<file path="src/rtl/ps2_rx.sv">
// PS/2 keyboard receiver: synchronizes and filters ps2_clk, deserializes 11-bit frames.
// Define PS2_PARITY_CHK_EN to reject frames whose odd-parity bit is wrong.
module ps2_rx #(
    parameter int FILT_LEN    = 4,
    parameter int TIMEOUT_CYC = 5000
) (
    input  logic       clk,
    input  logic       rst_b,
    input  logic       ps2_clk,
    input  logic       ps2_data,
    output logic [7:0] ps2_pkt_DH,
    output logic       rec_ps2_pkt,
    output logic       frame_err,
    output logic [1:0] dbg_state
);
    // Handshake: rec_ps2_pkt is a valid-only strobe with no ready; ps2_pkt_DH is
    // valid in the pulse cycle and held until the next good frame.
    typedef enum logic [1:0] {IDLE, DATA, PARITY, STOP} state_t;

    localparam int FW = $clog2(FILT_LEN + 1);
    localparam int TW = $clog2(TIMEOUT_CYC + 1);
    // frame_err is registered, so the decision is taken one cycle early to land
    // exactly TIMEOUT_CYC cycles after the strobe cycle.
    localparam logic [TW-1:0] TMO_LAST = TW'(TIMEOUT_CYC - 2);

    logic          clk_s1, clk_s2, dat_s1, dat_s2;
    logic          filt, filt_d;
    logic [FW-1:0] fcnt;
    logic          strobe;
    logic          par_ok;

    state_t        state_q, state_n;
    logic [2:0]    bit_q, bit_n;
    logic [7:0]    shift_q, shift_n;
    logic          par_q, par_n;
    logic [TW-1:0] tmo_q, tmo_n;
    logic [7:0]    pkt_n;
    logic          rec_n, err_n;

    always_ff @(posedge clk) begin
        if (!rst_b) begin
            clk_s1 <= 1'b1;
            clk_s2 <= 1'b1;
            dat_s1 <= 1'b1;
            dat_s2 <= 1'b1;
        end else begin
            clk_s1 <= ps2_clk;
            clk_s2 <= clk_s1;
            dat_s1 <= ps2_data;
            dat_s2 <= dat_s1;
        end
    end

    always_ff @(posedge clk) begin
        if (!rst_b) begin
            filt   <= 1'b1;
            filt_d <= 1'b1;
            fcnt   <= '0;
        end else begin
            filt_d <= filt;
            if (clk_s2 == filt) begin
                fcnt <= '0;
            end else if (fcnt == FW'(FILT_LEN - 1)) begin
                filt <= clk_s2;
                fcnt <= '0;
            end else begin
                fcnt <= fcnt + FW'(1);
            end
        end
    end

    assign strobe = filt_d & ~filt;

`ifdef PS2_PARITY_CHK_EN
    assign par_ok = ^{shift_q, par_q};
`else
    assign par_ok = 1'b1;
`endif

    always_comb begin
        state_n = state_q;
        bit_n   = bit_q;
        shift_n = shift_q;
        par_n   = par_q;
        tmo_n   = tmo_q;
        pkt_n   = ps2_pkt_DH;
        rec_n   = 1'b0;
        err_n   = 1'b0;
        if (state_q == IDLE) begin
            tmo_n = '0;
            if (strobe && !dat_s2) begin
                state_n = DATA;
                bit_n   = 3'd0;
            end
        end else if (strobe) begin
            tmo_n = '0;
            case (state_q)
                DATA: begin
                    shift_n = {dat_s2, shift_q[7:1]};
                    bit_n   = bit_q + 3'd1;
                    if (bit_q == 3'd7) state_n = PARITY;
                end
                PARITY: begin
                    par_n   = dat_s2;
                    state_n = STOP;
                end
                default: begin
                    state_n = IDLE;
                    if (dat_s2 && par_ok) begin
                        pkt_n = shift_q;
                        rec_n = 1'b1;
                    end else begin
                        err_n = 1'b1;
                    end
                end
            endcase
        end else if (tmo_q == TMO_LAST) begin
            state_n = IDLE;
            err_n   = 1'b1;
            tmo_n   = '0;
            shift_n = '0;
            bit_n   = 3'd0;
        end else begin
            tmo_n = tmo_q + TW'(1);
        end
    end

    always_ff @(posedge clk) begin
        if (!rst_b) begin
            state_q     <= IDLE;
            bit_q       <= 3'd0;
            shift_q     <= 8'h00;
            par_q       <= 1'b0;
            tmo_q       <= '0;
            ps2_pkt_DH  <= 8'h00;
            rec_ps2_pkt <= 1'b0;
            frame_err   <= 1'b0;
        end else begin
            state_q     <= state_n;
            bit_q       <= bit_n;
            shift_q     <= shift_n;
            par_q       <= par_n;
            tmo_q       <= tmo_n;
            ps2_pkt_DH  <= pkt_n;
            rec_ps2_pkt <= rec_n;
            frame_err   <= err_n;
        end
    end

    assign dbg_state = state_q;
endmodule

</file>
<file path="config.mk">
export PLATFORM = sky130hd
export DESIGN_NAME = ps2_rx
export DESIGN_NICKNAME = d
export VERILOG_FILES = /design/src/rtl/ps2_rx.sv
export SDC_FILE = /design/constraint.sdc
export NUM_CORES = 1
export LEC_CHECK = 0
export ABC_CLOCK_PERIOD_IN_PS = 4300
export CAP_MARGIN = 30
export CELL_PAD_IN_SITES_DETAIL_PLACEMENT = 1
export CELL_PAD_IN_SITES_GLOBAL_PLACEMENT = 1
export CORE_ASPECT_RATIO = 1.25
export CORE_MARGIN = 10
export CORE_UTILIZATION = 47
export DETAILED_ROUTE_END_ITERATION = 8
export GPL_TIMING_DRIVEN = 0
export MAX_ROUTING_LAYER = met4
export PLACE_DENSITY_LB_ADDON = 0.05
export SLEW_MARGIN = 20
export SYNTH_ARGS = -nofsm -noshare
export SYNTH_HDL_FRONTEND = slang
export SYNTH_SLANG_ARGS = --single-unit
export TNS_END_PERCENT = 5
</file>
<file path="constraint.sdc">
create_clock -name clk -period 4.3 [get_ports clk]
set_input_delay 0.43 -clock clk [delete_from_list [all_inputs] [get_ports clk]]
set_output_delay 0.43 -clock clk [all_outputs]
set_load 0.005 [all_outputs]
</file>
Word-level counts from Yosys, hierarchy flattened --
Index checks and enable logic that the tools add are counted.
Word-level totals: RAM bits 0, flip-flop bits (word level) 45, output and inout port bits 12, logic and storage cells 68, ROM bits 0, memories 0, bits in latches 0
Cells by class: add/sub/neg operators 3, reduce and logical (&&, ||, !) cells 15, $mul 0, equal/unequal tests 10, shift operators 0, bitwise logic cells 7, divide/modulo/power cells 0, $lt $le $gt $ge 0, multiplexer cells 19
Operators by type and width (number):
- 2-to-1 mux 8 bit | 3
- 2-to-1 mux 3 bit | 5
- adder 13 x 1 -> 13 bit, second input constant | 1
- equality test 13 bit, second input constant | 1
- 2-to-1 mux 2 bit | 5
- AND reduction 3 bit | 3
- adder 3 x 1 -> 3 bit, second input constant | 2
- inverter 1 bit | 6
- 2-to-1 mux 1 bit | 5
- OR reduction 5 bit | 1
- inequality test 2 x 1 -> 1 bit, second input constant | 2
- inequality test 4 bit, second input constant | 1
- one-hot mux 2 bit (2 select lines) | 1
- AND reduction 4 bit | 1
- OR reduction 2 bit | 2
- OR reduction 4 bit | 1
- equality test 3 x 2 -> 1 bit, second input constant | 1
- equality test 3 bit, second input constant | 1
- inequality test 3 x 1 -> 1 bit, second input constant | 1
- nonzero test 3 bit | 1
- OR reduction 3 bit | 1
- equality test 2 x 1 -> 1 bit, second input constant | 1
- equality test 2 bit, second input constant | 1
- zero test 2 bit | 1
- 6 further kinds | 6

Logic depth before layout (Yosys ltp) --
Gate-level depths: netlist of the first run.
word-level depth 5, mapped depth 7, depth with buffers taken out 6

Least setup slack after synthesis of the first run --
OpenSTA, ideal clock, no wires.
kind reg2reg, start point reg state_q[0], in the netlist dbg_state[0], end point reg bit_q[0], path slack 2.751 ns, clock period less this slack 1.549 ns, stages on the path, launching flop included 6, data arrival time 1.428 ns, required time 4.179 ns, path buffers 1, library setup time 0.121 ns, path through dfxtp_1 -> inv_1 -> ha_1 -> buf_2 -> o311a_1 -> mux2_4
On the way: word-level cells in the longest chain between the ends 3, elaborated cells between the ends (all ways) 7
RTL lines:
- from (decl) | line 32 | state_t state_q, state_n;
- from (signal assigned) | line 139 | state_q <= state_n;
- equality test 2 x 1 -> 1 bit or zero test 2 bit (tied branches) | line 97, 89
- inequality test 3 x 1 -> 1 bit (no source line) (tied with other cells)
- AND reduction 3 bit (no source line)
- to (signal assigned) | line 140 | bit_q <= bit_n;
- to (decl) | line 33 | logic [2:0] bit_q, bit_n;
Parallel ways exist; a longest one is shown, timed or not. A chain may end at the register's enable or synchronous reset.

Worst setup path in the final report of the first run --
start point reg state_q[0], in the netlist dbg_state[0], end point reg bit_q[2]
Same word-level chain as after synthesis.

==> results.tsv, run 1 <==
metric	value	unit
cts repair resizes	0	
Hold Violations, Final	0	
row cnt	25	
hold-fix buffers at CTS	0	
IO Count	16	
ys flop type	dfxtp_1	
DP Wirelength	3.14	mm
largest net degree at the start of global routing	16	
endpoints failing setup	0	
Slowest cell on crit path	dfxtp_1	
Core ar.	0.00382	mm²
number of synthesized flops with an enable pin	0	
Starting DRT DRC Count	70	
Commonest cells post-synth	dfxtp_1, nor2_1, nand2_1	
Total GRT Usage	0.131	
clk sinks	45	
Top delay family on crit path	buffers and inverters	
Yosys top cell area share	0.483	
setup TNS	0	ps
Post-CTS Setup Repair Bufs	0	
die area	0.00691	mm²
Fin Clk Skew	8.31	ps
Cell variety after synth	34	
pre-CTS WS	2290	ps
Synth Warn #	0	
Mean Syn Cell Area	9.67	µm²
die span in x	76.4	µm
TritonCTS clock tree	yes	
clk buf depth	2	
root buf cell	clkbuf_8	
crit end category	flop	
vias per inst	5.29	
Inserted Diodes	0	
Seq cells post-synth	45	
CTS Buf Count	5	
Post-Route WL	4.17	mm
number of port buffers	15	
first-pass GRT wire length	7.34	mm
CP Launch Type	flop	
Power Density	342	mW/mm²
Die Span Y	90.4	µm
Avg WL per Cell	15.5	µm
worst rel slew slack	0.692	
Post-Syn Area	0.00187	mm²
WP buf/inv	2	
ranking of synthesized cells by area	dfxtp_1, ha_1, nor2_1	
Critical Path, Cell by Cell	inv_1 -> ha_1 -> nor2b_1 -> and3_1 -> clkbuf_1 -> a22o_2	
DRC	0	
worst-margin pin slew	462	ps
dominant cell type by area after synthesis	dfxtp_1	
Max Slew Vio Count	0	
vias	1429	
Max Cap Violations	0	
Synth async-reset ratio	0	
WP data required	4550	ps
part of the cycle the worst path needs	0.421	
Routed Antenna Nets	0	
Worst-path clk slew	90	ps
Seq/Total Area, Yosys	0.483	
initial antenna violation count	0	
Syn-to-layout area delta	17.8	%
grt ovf	0	
max incr delay on CP	440	ps
Initial Util	0.489	
status	finished, final reports clean	
Tmin final	1810	ps
CP Class	flop to flop	
vias in the first global route	1522	
Synth Net Count	207	
WP data arrival	2060	ps
Finished Core Util	0.576	
Final Wtd Congestion	0.886	
count leader, synth	dfxtp_1	
share of cells above drive strength 1	0.0833	
worst skew pair latency	300	ps
H-tree depth	2	
fin nets	229	
FMAX	552	MHz
maximum vdd drop	0.180	mV
RSZ-0062 raised after global routing	false	
Leak	0.741	nW
CP Max Fanout	10	
first-pass iteration count of the detailed router	4	
worst setup margin	2490	ps
Hold Crit Class	flop to flop	
cell count after synthesis	193	
[placed cells by master, fill, tap and decap left out, drive strengths merged, types with 2 or more instances in the layout]
cell type and instances:
a21boi 8, a22o 10, and3 3, buf 3, clkbuf 9, clkdlybuf4s50 15, dfxtp 45, ha 10
inv 8, nand2 21, nand2b 8, nand3 9, nand4 3, nor2 24, nor2b 4, nor3 2
nor4 3, nor4b 2, o31ai 2, xnor2 9, xor2 3
[metal layers]
layer | vias up | track usage | wire, µm
met3 | 9 | 0.0349 | 126
met5 | - | - | 0
li1 | 700 | - | -
met2 | 21 | 0.249 | 2390
met4 | 0 | 0.0512 | 97
met1 | 699 | 0.121 | 1560
[where the power goes]
group	internal, W	switching (W)
Combinational	0.00000640	0.00000611
Sequential	0.000418	0.00000127
Clock	0.000174	0.000147
Total	0.000599	0.000154
[kinds of logic (layout without fill, tap and decap cells)]
| family | count (synthesis) | in the layout | synth area share |
|---|---|---|---|
| buf+inv | 15 | 38 | 0.0322 |
| mux | 2 | 2 | 0.0134 |
| fa+ha+maj | 10 | 10 | 0.0671 |
| xor+xnor | 12 | 12 | 0.0563 |
| flops | 45 | 45 | 0.483 |
| compound gates | 26 | 26 | 0.114 |
| simple gates | 83 | 83 | 0.234 |
[sequential cells by signal, summed over array words and instances, names as in the netlist, 2 cells and up]
name / cells
dbg_state: 2
bit_q: 3
shift_q: 8
tmo_q: 13
fcnt: 3
ps2_pkt_DH: 8
[cell type report]
class,instances,area (µm²)
timing repair buffer,15,150
multi-input combinational,133,905
fill,439,1620
sequential,45,901
buffer,7,30.0
clock buffer,5,68.8
tap,54,67.6
inverter,8,30.0
clock inverter,3,46.3
[path summary, 6_finish.rpt]
kind,from,endpoint,slack [ps],depth (start not counted)
min reg2reg,dat_s1,dat_s2,420,1
min,dat_s1,dat_s2,420,1
max reg2reg,dbg_state[0],bit_q[2],2490,6
max,dbg_state[0],bit_q[2],2490,6
[worst reg2reg max path: stages, from the launching register on]
cell,delay (ps)
dfxtp_1,440
inv_1,120
ha_1,240
nor2b_1,180
and3_1,210
clkbuf_1,350
a22o_2,220
[metrics by stage]
step | std cells | hold WS [ps] | power (W) | instance area, µm²
after global placement | 262 | 390 | 0.000441 | 2080
after global routing | 270 | 432 | 0.000781 | 2200
final | 270 | 418 | 0.000753 | 2200
after detailed placement | 262 | 393 | 0.000442 | 2080
after CTS | 270 | 422 | 0.000759 | 2200
after floorplan | 193 | 386 | 0.000436 | 1870
(Power assumes the default switching activity.)
==> run 2: changes to the inputs <==
--- a/config.mk
+++ b/config.mk
@@ -5,13 +5,13 @@
 export SDC_FILE = /design/constraint.sdc
 export NUM_CORES = 1
 export LEC_CHECK = 0
-export ABC_CLOCK_PERIOD_IN_PS = 4300
+export ABC_CLOCK_PERIOD_IN_PS = 1800
 export CAP_MARGIN = 30
 export CELL_PAD_IN_SITES_DETAIL_PLACEMENT = 1
 export CELL_PAD_IN_SITES_GLOBAL_PLACEMENT = 1
 export CORE_ASPECT_RATIO = 1.25
 export CORE_MARGIN = 10
-export CORE_UTILIZATION = 47
+export CORE_UTILIZATION = 44
 export DETAILED_ROUTE_END_ITERATION = 8
 export GPL_TIMING_DRIVEN = 0
 export MAX_ROUTING_LAYER = met4
==> constraint.sdc (replaced) <==
create_clock -name clk -period 1.8 [get_ports clk]
set_input_delay 0.18 -clock clk [delete_from_list [all_inputs] [get_ports clk]]
set_output_delay 0.18 -clock clk [all_outputs]
set_load 0.005 [all_outputs]
==> results.tsv, run 2 (synthesis gave the netlist of run 1 again) <==
metric	value	unit
IO Count	16	
Placement Cell Area	0.00209	mm²
Leak	0.736	nW
clk buf depth	2	
status	finished, final reports clean	
Initial Util	0.455	
clock power share	0.365	
cell internal pwr	0.00128	W
Largest Register	tmo_q	
TritonCTS clock tree	yes	
FMAX	598	MHz
P_sw	0.000343	W
Fill cells	498	
Hold Crit Class	flop to flop	
initial antenna violation count	0	
Syn-to-layout area delta	16.4	%
DRC	0	
multi-input logic area	905	µm²
grt ovf	0	
final non-filler cell area	0.00217	mm²
Max Slew Vio Count	0	
DP Wirelength	3.20	mm
part of the cycle the worst path needs	0.928	
vias per inst	5.25	
worst setup margin	129	ps
die span in x	78.2	µm
placed cell count	264	
Tmin final	1670	ps
vias	1428	
Fin Clk Skew	4.65	ps
first-pass iteration count of the detailed router	4	
WP data arrival	1860	ps
worst skew pair latency	290	ps
share of cells above drive strength 1	0.0880	
CTS Buf Count	5	
Hold Violations, Final	0	
die area	0.00726	mm²
Avg WL per Cell	15.4	µm
Storage cell area	902	µm²
Max Cap Violations	0	
Total GRT Usage	0.127	
Net Sw Frac	0.211	
Die Span Y	92.8	µm
setup TNS	0	ps
Cell Count, Final, Fillers Out	272	
RSZ-0062 raised after global routing	false	
fin nets	229	
Final Wtd Congestion	0.863	
CP Max Fanout	4	
crit end category	flop	
row cnt	26	
Largest regs	tmo_q (13), ps2_pkt_DH (8), shift_q (8)	
Starting DRT DRC Count	82	
largest net degree at the start of global routing	14	
Reg power frac	0.616	
first-pass GRT wire length	7.38	mm
Comb pwr share	0.019	
root buf cell	clkbuf_8	
vias in the first global route	1562	
Worst-path clk slew	80	ps
most common cell after layout, fill and taps aside	dfxtp_1	
maximum vdd drop	0.332	mV
Core ar.	0.00410	mm²
worst-margin pin slew	497	ps
endpoints failing setup	0	
most frequent cells in the layout	dfxtp_1, nor2_1, nand2_1	
CP Launch Type	flop	
Post-CTS Setup Repair Bufs	0	
clk sinks	45	
max reg flops	13	
Power Density	749	mW/mm²
Routed Antenna Nets	0	
WP data required	1990	ps
CP Class	flop to flop	
Post-Route WL	4.20	mm
number of port buffers	15	
Inserted Diodes	0	
worst rel slew slack	0.668	
H-tree depth	2	
final total power	0.00163	W
pre-CTS WS	6.15	ps
==> run 2: per-layer routing <==
layer,share of wire,global-route usage,vias to the layer above
met5,0,-,-
met4,0.019,0.0494,0
met3,0.032,0.0338,9
met2,0.55,0.235,19
met1,0.40,0.122,702
li1,-,-,698
==> run 2: critical path, stage by stage (launching register included) <==
cell and delay (ps):
dfxtp_1 350, inv_1 70, ha_1 150, nor4b_4 260, nand3_2 140, o311a_1 350
mux2_4 260
==> run 2: metrics by stage <==
stage | hold WS [ps] | utilization
after floorplan | 281 | -
after detailed placement | 406 | 0.509
final | 419 | 0.530
after global placement | 392 | 0.509
after global routing | 451 | 0.530
after CTS | 424 | 0.529
==> run 2: timing repair <==
action,in CTS,in global routing
gates resized for setup,1,2
hold buffers,0,0
endpoints found under the setup margin,10,3
==> run 2: cell type report <==
cell class,instances,share of cell area
Clock buffer,6,0.0334
Tap cell,56,0.0323
Buffer,7,0.0144
Sequential cell,45,0.416
Multi-Input combinational cell,133,0.417
Inverter,8,0.0138
Timing Repair Buffer,15,0.0692
Clock inverter,2,0.00461
==> run 2: power groups by stage <==
stage                     Sequential [W]  Combinational [W]  Clock [W]
after floorplan                  0.00102          0.0000179          0
after CTS                        0.00100          0.0000307   0.000616
after global placement           0.00103          0.0000291          0
after detailed placement         0.00103          0.0000305          0
after global routing             0.00100          0.0000340   0.000660
final                            0.00100          0.0000305   0.000594
==> run 2: final timing paths <==
kind / startpoint / to / slack (ps) / cells past startpoint
worst max-delay path: tmo_q[0] / bit_q[0] / 130 / 6
worst min-delay path: clk_s1 / clk_s2 / 420 / 1
worst max register to register: tmo_q[0] / bit_q[0] / 130 / 6
worst min register to register: clk_s1 / clk_s2 / 420 / 1
